[config.mk]
export PLATFORM = sky130hd
export DESIGN_NAME = chip8_io_periph
export DESIGN_NICKNAME = d
export VERILOG_FILES = /design/src/rtl/chip8_io_periph_pkg.sv /design/src/rtl/chip8_timer60.sv /design/src/rtl/chip8_io_periph.sv
export SDC_FILE = /design/constraint.sdc
export NUM_CORES = 1
export LEC_CHECK = 0
export CORE_MARGIN = 8
export CORE_UTILIZATION = 40
export CTS_BUF_LIST = sky130_fd_sc_hd__clkbuf_8
export CTS_CLUSTER_SIZE = 20
export DETAILED_ROUTE_END_ITERATION = 7
export GPL_ROUTABILITY_DRIVEN = 1
export HOLD_SLACK_MARGIN = 0.15
export PLACE_DENSITY = 0.58
export RECOVER_POWER = 50
export SLEW_MARGIN = 20
export SYNTH_ARGS = -nofsm -noshare
export SYNTH_HDL_FRONTEND = slang
export SYNTH_HIERARCHICAL = 1
export SYNTH_SLANG_ARGS = --single-unit
[constraint.sdc]
create_clock -name clk -period 5.5 [get_ports clk]
set_input_delay 1.65 -clock clk [delete_from_list [all_inputs] [get_ports clk]]
set_output_delay 1.65 -clock clk [all_outputs]
set_load 0.05 [all_outputs]
[src/rtl/chip8_io_periph_pkg.sv]
// Shared bus types and address map for the CHIP-8 CPU and its I/O peripheral.
package chip8_io_periph_pkg;

  typedef enum logic [1:0] {
    DISABLED     = 2'd0,
    READ_ENABLE  = 2'd1,
    WRITE_ENABLE = 2'd2
  } control_unit_state_t;

  localparam logic [15:0] KEYBOARD_ADDR_LO       = 16'h0000;
  localparam logic [15:0] KEYBOARD_ADDR_HI       = 16'h0001;
  localparam logic [15:0] KEYBOARD_WAIT_REL_ADDR = 16'h0002;
  localparam logic [15:0] DELAY_TIMER_ADDR       = 16'h0003;
  localparam logic [15:0] SOUND_TIMER_ADDR       = 16'h0004;
  localparam logic [15:0] RNG_ADDR               = 16'h000B;

  localparam logic [7:0]  KB_NO_KEY = 8'hFF;
  localparam logic [15:0] LFSR_TAPS = 16'hB400;

  // Scanning from the top down leaves the lowest set bit as the final answer.
  function automatic logic [3:0] lowestSetIndex(input logic [15:0] v);
    logic [3:0] idx;
    idx = '0;
    for (int i = 15; i >= 0; i--) begin
      if (v[i]) idx = 4'(i);
    end
    return idx;
  endfunction

endpackage

[src/rtl/chip8_timer60.sv]
// 60 Hz divider driving the CHIP-8 delay and sound countdown timers.
module chip8_timer60
  import chip8_io_periph_pkg::*;
#(
  parameter int TIMER_DIV = 1000
) (
  input  logic       clk,
  input  logic       reset,
  input  logic       delayWe,
  input  logic [7:0] delayWdata,
  input  logic       soundWe,
  input  logic [7:0] soundWdata,
  output logic [7:0] delayT,
  output logic [7:0] soundT,
  output logic       soundOn
);

  localparam int DIV_W = $clog2(TIMER_DIV);
  localparam logic [DIV_W-1:0] DIV_LAST = DIV_W'(TIMER_DIV - 1);

  logic [DIV_W-1:0] div_q, div_d;
  logic [7:0]       delayT_q, delayT_d;
  logic [7:0]       soundT_q, soundT_d;
  logic             soundOn_q, soundOn_d;
  logic             tick;

  assign tick = (div_q == DIV_LAST);

  // A bus write takes priority over a coincident tick decrement.
  always_comb begin
    div_d     = tick ? '0 : div_q + DIV_W'(1);
    delayT_d  = delayT_q;
    soundT_d  = soundT_q;
    soundOn_d = (soundT_q != 8'd0);
    if (delayWe)                       delayT_d = delayWdata;
    else if (tick && delayT_q != 8'd0) delayT_d = delayT_q - 8'd1;
    if (soundWe)                       soundT_d = soundWdata;
    else if (tick && soundT_q != 8'd0) soundT_d = soundT_q - 8'd1;
  end

  always_ff @(posedge clk) begin
    if (reset) begin
      div_q     <= '0;
      delayT_q  <= 8'd0;
      soundT_q  <= 8'd0;
      soundOn_q <= 1'b0;
    end else begin
      div_q     <= div_d;
      delayT_q  <= delayT_d;
      soundT_q  <= soundT_d;
      soundOn_q <= soundOn_d;
    end
  end

  assign delayT  = delayT_q;
  assign soundT  = soundT_q;
  assign soundOn = soundOn_q;

endmodule

[src/rtl/chip8_io_periph.sv]
// CPU-bus slave for the keypad, delay/sound timers and the LFSR random source.
module chip8_io_periph
  import chip8_io_periph_pkg::*;
#(
  parameter int          TIMER_DIV = 1000,
  parameter logic [15:0] LFSR_SEED = 16'hACE1
) (
  input  logic                clk,
  input  logic                reset,
  input  logic [15:0]         addr,
  input  control_unit_state_t cu_state,
  input  logic [7:0]          wr_data,
  output logic [7:0]          rd_data,
  output logic                rd_hit,
  input  logic [15:0]         keys,
  output logic                sound_on
);

  logic [15:0] keySync_q, ks_q, ksPrev_q;
  logic        kbArmed_q, kbArmed_d;
  logic        kbValid_q, kbValid_d;
  logic [3:0]  kbKey_q, kbKey_d;
  logic [15:0] lfsr_q, lfsr_d;
  logic [15:0] rel;
  logic        isWrite, isRead, decoded;
  logic [7:0]  delayT, soundT;

  assign isWrite = (cu_state == WRITE_ENABLE);
  assign isRead  = (cu_state == READ_ENABLE);
  assign rel     = ksPrev_q & ~ks_q;
  assign decoded = (addr == KEYBOARD_ADDR_LO) || (addr == KEYBOARD_ADDR_HI) ||
                   (addr == KEYBOARD_WAIT_REL_ADDR) || (addr == DELAY_TIMER_ADDR) ||
                   (addr == SOUND_TIMER_ADDR) || (addr == RNG_ADDR);

  chip8_timer60 #(.TIMER_DIV(TIMER_DIV)) u_timer60 (
    .clk        (clk),
    .reset      (reset),
    .delayWe    (isWrite && addr == DELAY_TIMER_ADDR),
    .delayWdata (wr_data),
    .soundWe    (isWrite && addr == SOUND_TIMER_ADDR),
    .soundWdata (wr_data),
    .delayT     (delayT),
    .soundT     (soundT),
    .soundOn    (sound_on)
  );

  // Arming clears any previous result and overrides a release seen in the same cycle.
  always_comb begin
    kbArmed_d = kbArmed_q;
    kbValid_d = kbValid_q;
    kbKey_d   = kbKey_q;
    lfsr_d    = lfsr_q[0] ? ((lfsr_q >> 1) ^ LFSR_TAPS) : (lfsr_q >> 1);
    if (isWrite && addr == KEYBOARD_WAIT_REL_ADDR) begin
      kbArmed_d = 1'b1;
      kbValid_d = 1'b0;
    end else if (kbArmed_q && rel != 16'd0) begin
      kbKey_d   = lowestSetIndex(rel);
      kbValid_d = 1'b1;
      kbArmed_d = 1'b0;
    end
  end

  always_ff @(posedge clk) begin
    if (reset) begin
      keySync_q <= 16'd0;
      ks_q      <= 16'd0;
      ksPrev_q  <= 16'd0;
      kbArmed_q <= 1'b0;
      kbValid_q <= 1'b0;
      kbKey_q   <= 4'd0;
      lfsr_q    <= LFSR_SEED;
    end else begin
      keySync_q <= keys;
      ks_q      <= keySync_q;
      ksPrev_q  <= ks_q;
      kbArmed_q <= kbArmed_d;
      kbValid_q <= kbValid_d;
      kbKey_q   <= kbKey_d;
      lfsr_q    <= lfsr_d;
    end
  end

  always_comb begin
    rd_hit  = isRead && decoded;
    rd_data = 8'h00;
    if (rd_hit) begin
      case (addr)
        KEYBOARD_ADDR_LO:       rd_data = ks_q[7:0];
        KEYBOARD_ADDR_HI:       rd_data = ks_q[15:8];
        KEYBOARD_WAIT_REL_ADDR: rd_data = kbValid_q ? {4'h0, kbKey_q} : KB_NO_KEY;
        DELAY_TIMER_ADDR:       rd_data = delayT;
        SOUND_TIMER_ADDR:       rd_data = soundT;
        RNG_ADDR:               rd_data = lfsr_q[7:0];
        default:                rd_data = 8'h00;
      endcase
    end
  end

endmodule

==> run metrics <==
status=complete, but fails checks; violated checks=max-capacitance violations; Area Growth Syn to Fin=26.6%; share of cells above drive strength 1=14.4%; post-synthesis sequential area ratio=45.3%; power per cell area=238 mW/mm²; Synth Net Count=520; slowest cell on the critical path=or3_4; Non-Filler Instances=672; leak pwr=2.01 nW; Slew headroom=0.0744%; commonest non-fill, non-tap cells in the layout=dfxtp_1, nor2b_1, nand2_1, clkdlybuf4s50_1, nor2_1; vias in the first global route=3,415; Wirelength per Cell=15.0 µm; cts bufs inserted=9; Overall Global Routing Usage=14.4%; Ports=54; internal power=0.968 mW; Syn Area/Cell=9.10 µm²; root buffer cell=clkbuf_8; startpoint types=input port; clock-pin slew on the worst setup and hold paths=0.10 ns; Port Buffer Count=53; Initial Utilization=41.3%; leading cell type in the layout, fill and taps excluded=dfxtp_1; final setup vio count=0; share of Yosys cell area claimed by the top area cell type=45.3%; total number of vias=3,432; WS Path Type=in2out; drt first pass iters=4; RSZ-0062 raised after global routing=no; Core Rows=37; first-pass GRT wire length=16,800 µm; critical path, cell by cell=clkdlybuf4s50_1 -> or4_4 -> or3_4 -> nor3_4 -> nand2_1 -> a41oi_4 -> buf_12; Final Total Pwr=1.29 mW; Gate power share=7.6%; Mapped Area=0.00428 mm²; Hold Vio Cnt, Final=0; clock power share=35.3%; HPWL Detailed=7440 µm; Synth Flop Type=dfxtp_1; core area=0.0104 mm²; Crit Path Max Fanout=5; Die Y=119 µm; Netlist cell types=64; maximum buffer depth of the clock tree=2; CTS Hold Bufs=0; final WL=10,100 µm; post-route ant nets=0; EDFF count, synth=0; CTS tree=yes; cell count after synthesis=471; Total Nets Final=580; Setup crit end kind=primary output; number of antenna diodes=0; Yosys top cell by area=dfxtp_1; switching pwr=0.325 mW; Tcrit/Tclk final=98.8%; fmax=184 MHz; H-tree levels=3; worst clock skew=0.00918 ns; final slew viol count=0; switch share=25.2%; Synth Register Bits=97; # fillers=1,003; Residual DRC=0; hold crit path type=reg2reg; Flop pwr share=57.1%; initial antenna violation count=0; Die W=119 µm; Critical Path RT=3.85 ns; post-layout minimum cycle time=5.44 ns; CP max stage delay=0.46 ns; GPL Wtd Cong=0.918; VDD IR-drop max=0.000122 V; drt via density=5.11; Area contributors post-synth=dfxtp_1, nor2b_1, nand2_1; worst skew pair latency=0.36 ns; largest net degree at the start of global routing=68; worst slew pin tran=1.50 ns; initial DRC count=171; # Max-Cap Violations=1; number of clock sinks=97; GRT overflow=0; async set-reset flop share out of synthesis=0%; Inst Count DP=651; YS warnings=6; crit path DAT=3.79 ns; DIE AREA=0.0143 mm²
[metal layers]
layer,track usage [%],wire length (µm)
met5,0,0
met3,2.91,332
met4,7.49,180
met1,18.5,4860
met2,22.7,4700
[layout make-up]
| class | count | area [µm²] | share of cell area, % |
|---|---|---|---|
| inverter | 17 | 63.8 | 1.18 |
| clock inverter | 6 | 55.1 | 1.01 |
| clock buffer | 10 | 138 | 2.54 |
| multi-input combinational | 337 | 2320 | 42.8 |
| timing repair buffer | 69 | 733 | 13.5 |
| sequential | 97 | 1940 | 35.8 |
| tap | 136 | 170 | 3.14 |
[cells in the mapped netlist (all sizes together), types with 2 or more instances]
cell type  instances
a41oi              5
clkbuf            18
a2111oi            3
and2               3
or2                7
a211oi             4
or3               10
xor2               2
xnor2              8
nor4b              2
or4b               2
a311oi             8
dfxtp             97
a21oi             12
a311o              2
nand2             45
a222oi             4
inv               17
buf                3
o31ai              5
o21a               3
o21ai             18
nor2b             68
o41ai              2
ha                 5
mux2i              8
nor2              27
a221oi             2
nor3              18
a31oi              4
nand3             11
or4               11
nand2b            12
nand4              4
o21bai             2
nor4               3
[critical path: cells and delay by family]
kind	cells	cell delay [ns]
AO/OA/AOI/OAI	1	0.28
buffers and inverters	2	0.57
AND/OR/NAND/NOR	4	1.28
[sequential cells by signal (all words and copies together), names as in the netlist]
register and flops:
u_timer60/div_q 10, kbArmed_q 1, kbValid_q 1, keySync_q 16, lfsr_q 16, ks_q 16
u_timer60/delayT 8, kbKey_q 4, u_timer60/soundT 8, u_timer60/soundOn 1, ksPrev_q 16
[timing repair]
item	CTS	global route
endpoints found under the setup margin	9	8
cloned	1	0
buffers inserted	4	0
hold endpoints to repair	0	0
pin swaps	13	10
resized for setup	21	9
[cell families (layout without fill, tap and decap cells)]
| group | after synthesis | in the layout | synth area share [%] |
|---|---|---|---|
| AOI/OAI and AO/OA | 83 | 83 | 14.3 |
| muxes | 8 | 8 | 1.87 |
| DFF | 97 | 97 | 45.3 |
| adders and majority gates | 5 | 5 | 1.46 |
| and+or+nand+nor | 230 | 231 | 31.3 |
| buffers and inverters | 38 | 102 | 3.68 |
| xor gates and xnor gates | 10 | 10 | 2.04 |
[stage by stage]
step	area, µm²	hold slack [ns]	TNS (ns)	setup slack [ns]	utilization, %
after floorplan	4310	0.389	-0.0113	-0.0113	-
after global placement	5090	0.393	-0.579	-0.101	49.1
after detailed placement	5090	0.399	-0.909	-0.134	49.1
after CTS	5400	0.425	0	0.0128	52.0
after global routing	5420	0.436	0	0.00776	52.3
final	5420	0.420	0	0.0642	52.3
[power groups by stage]
stage,clock network (mW),registers [mW],logic (mW)
6_report,0.457,0.738,0.0986
5_1_grt,0.504,0.741,0.109
4_1_cts,0.473,0.738,0.0998
3_3_place_gp,0,0.754,0.0989
3_5_place_dp,0,0.754,0.100
2_1_floorplan,0,0.750,0.0542
[final timing paths]
path	start	to	slack [ns]	cells after the start
worst max-delay path	addr[15]	rd_data[6]	0.06	7
worst min-delay path	lfsr_q[12]	lfsr_q[11]	0.42	1
worst max register to register	u_timer60/soundT[0]	u_timer60/soundT[1]	3.24	6
worst min register to register	lfsr_q[12]	lfsr_q[11]	0.42	1
Power figures use the tool's default switching activity.
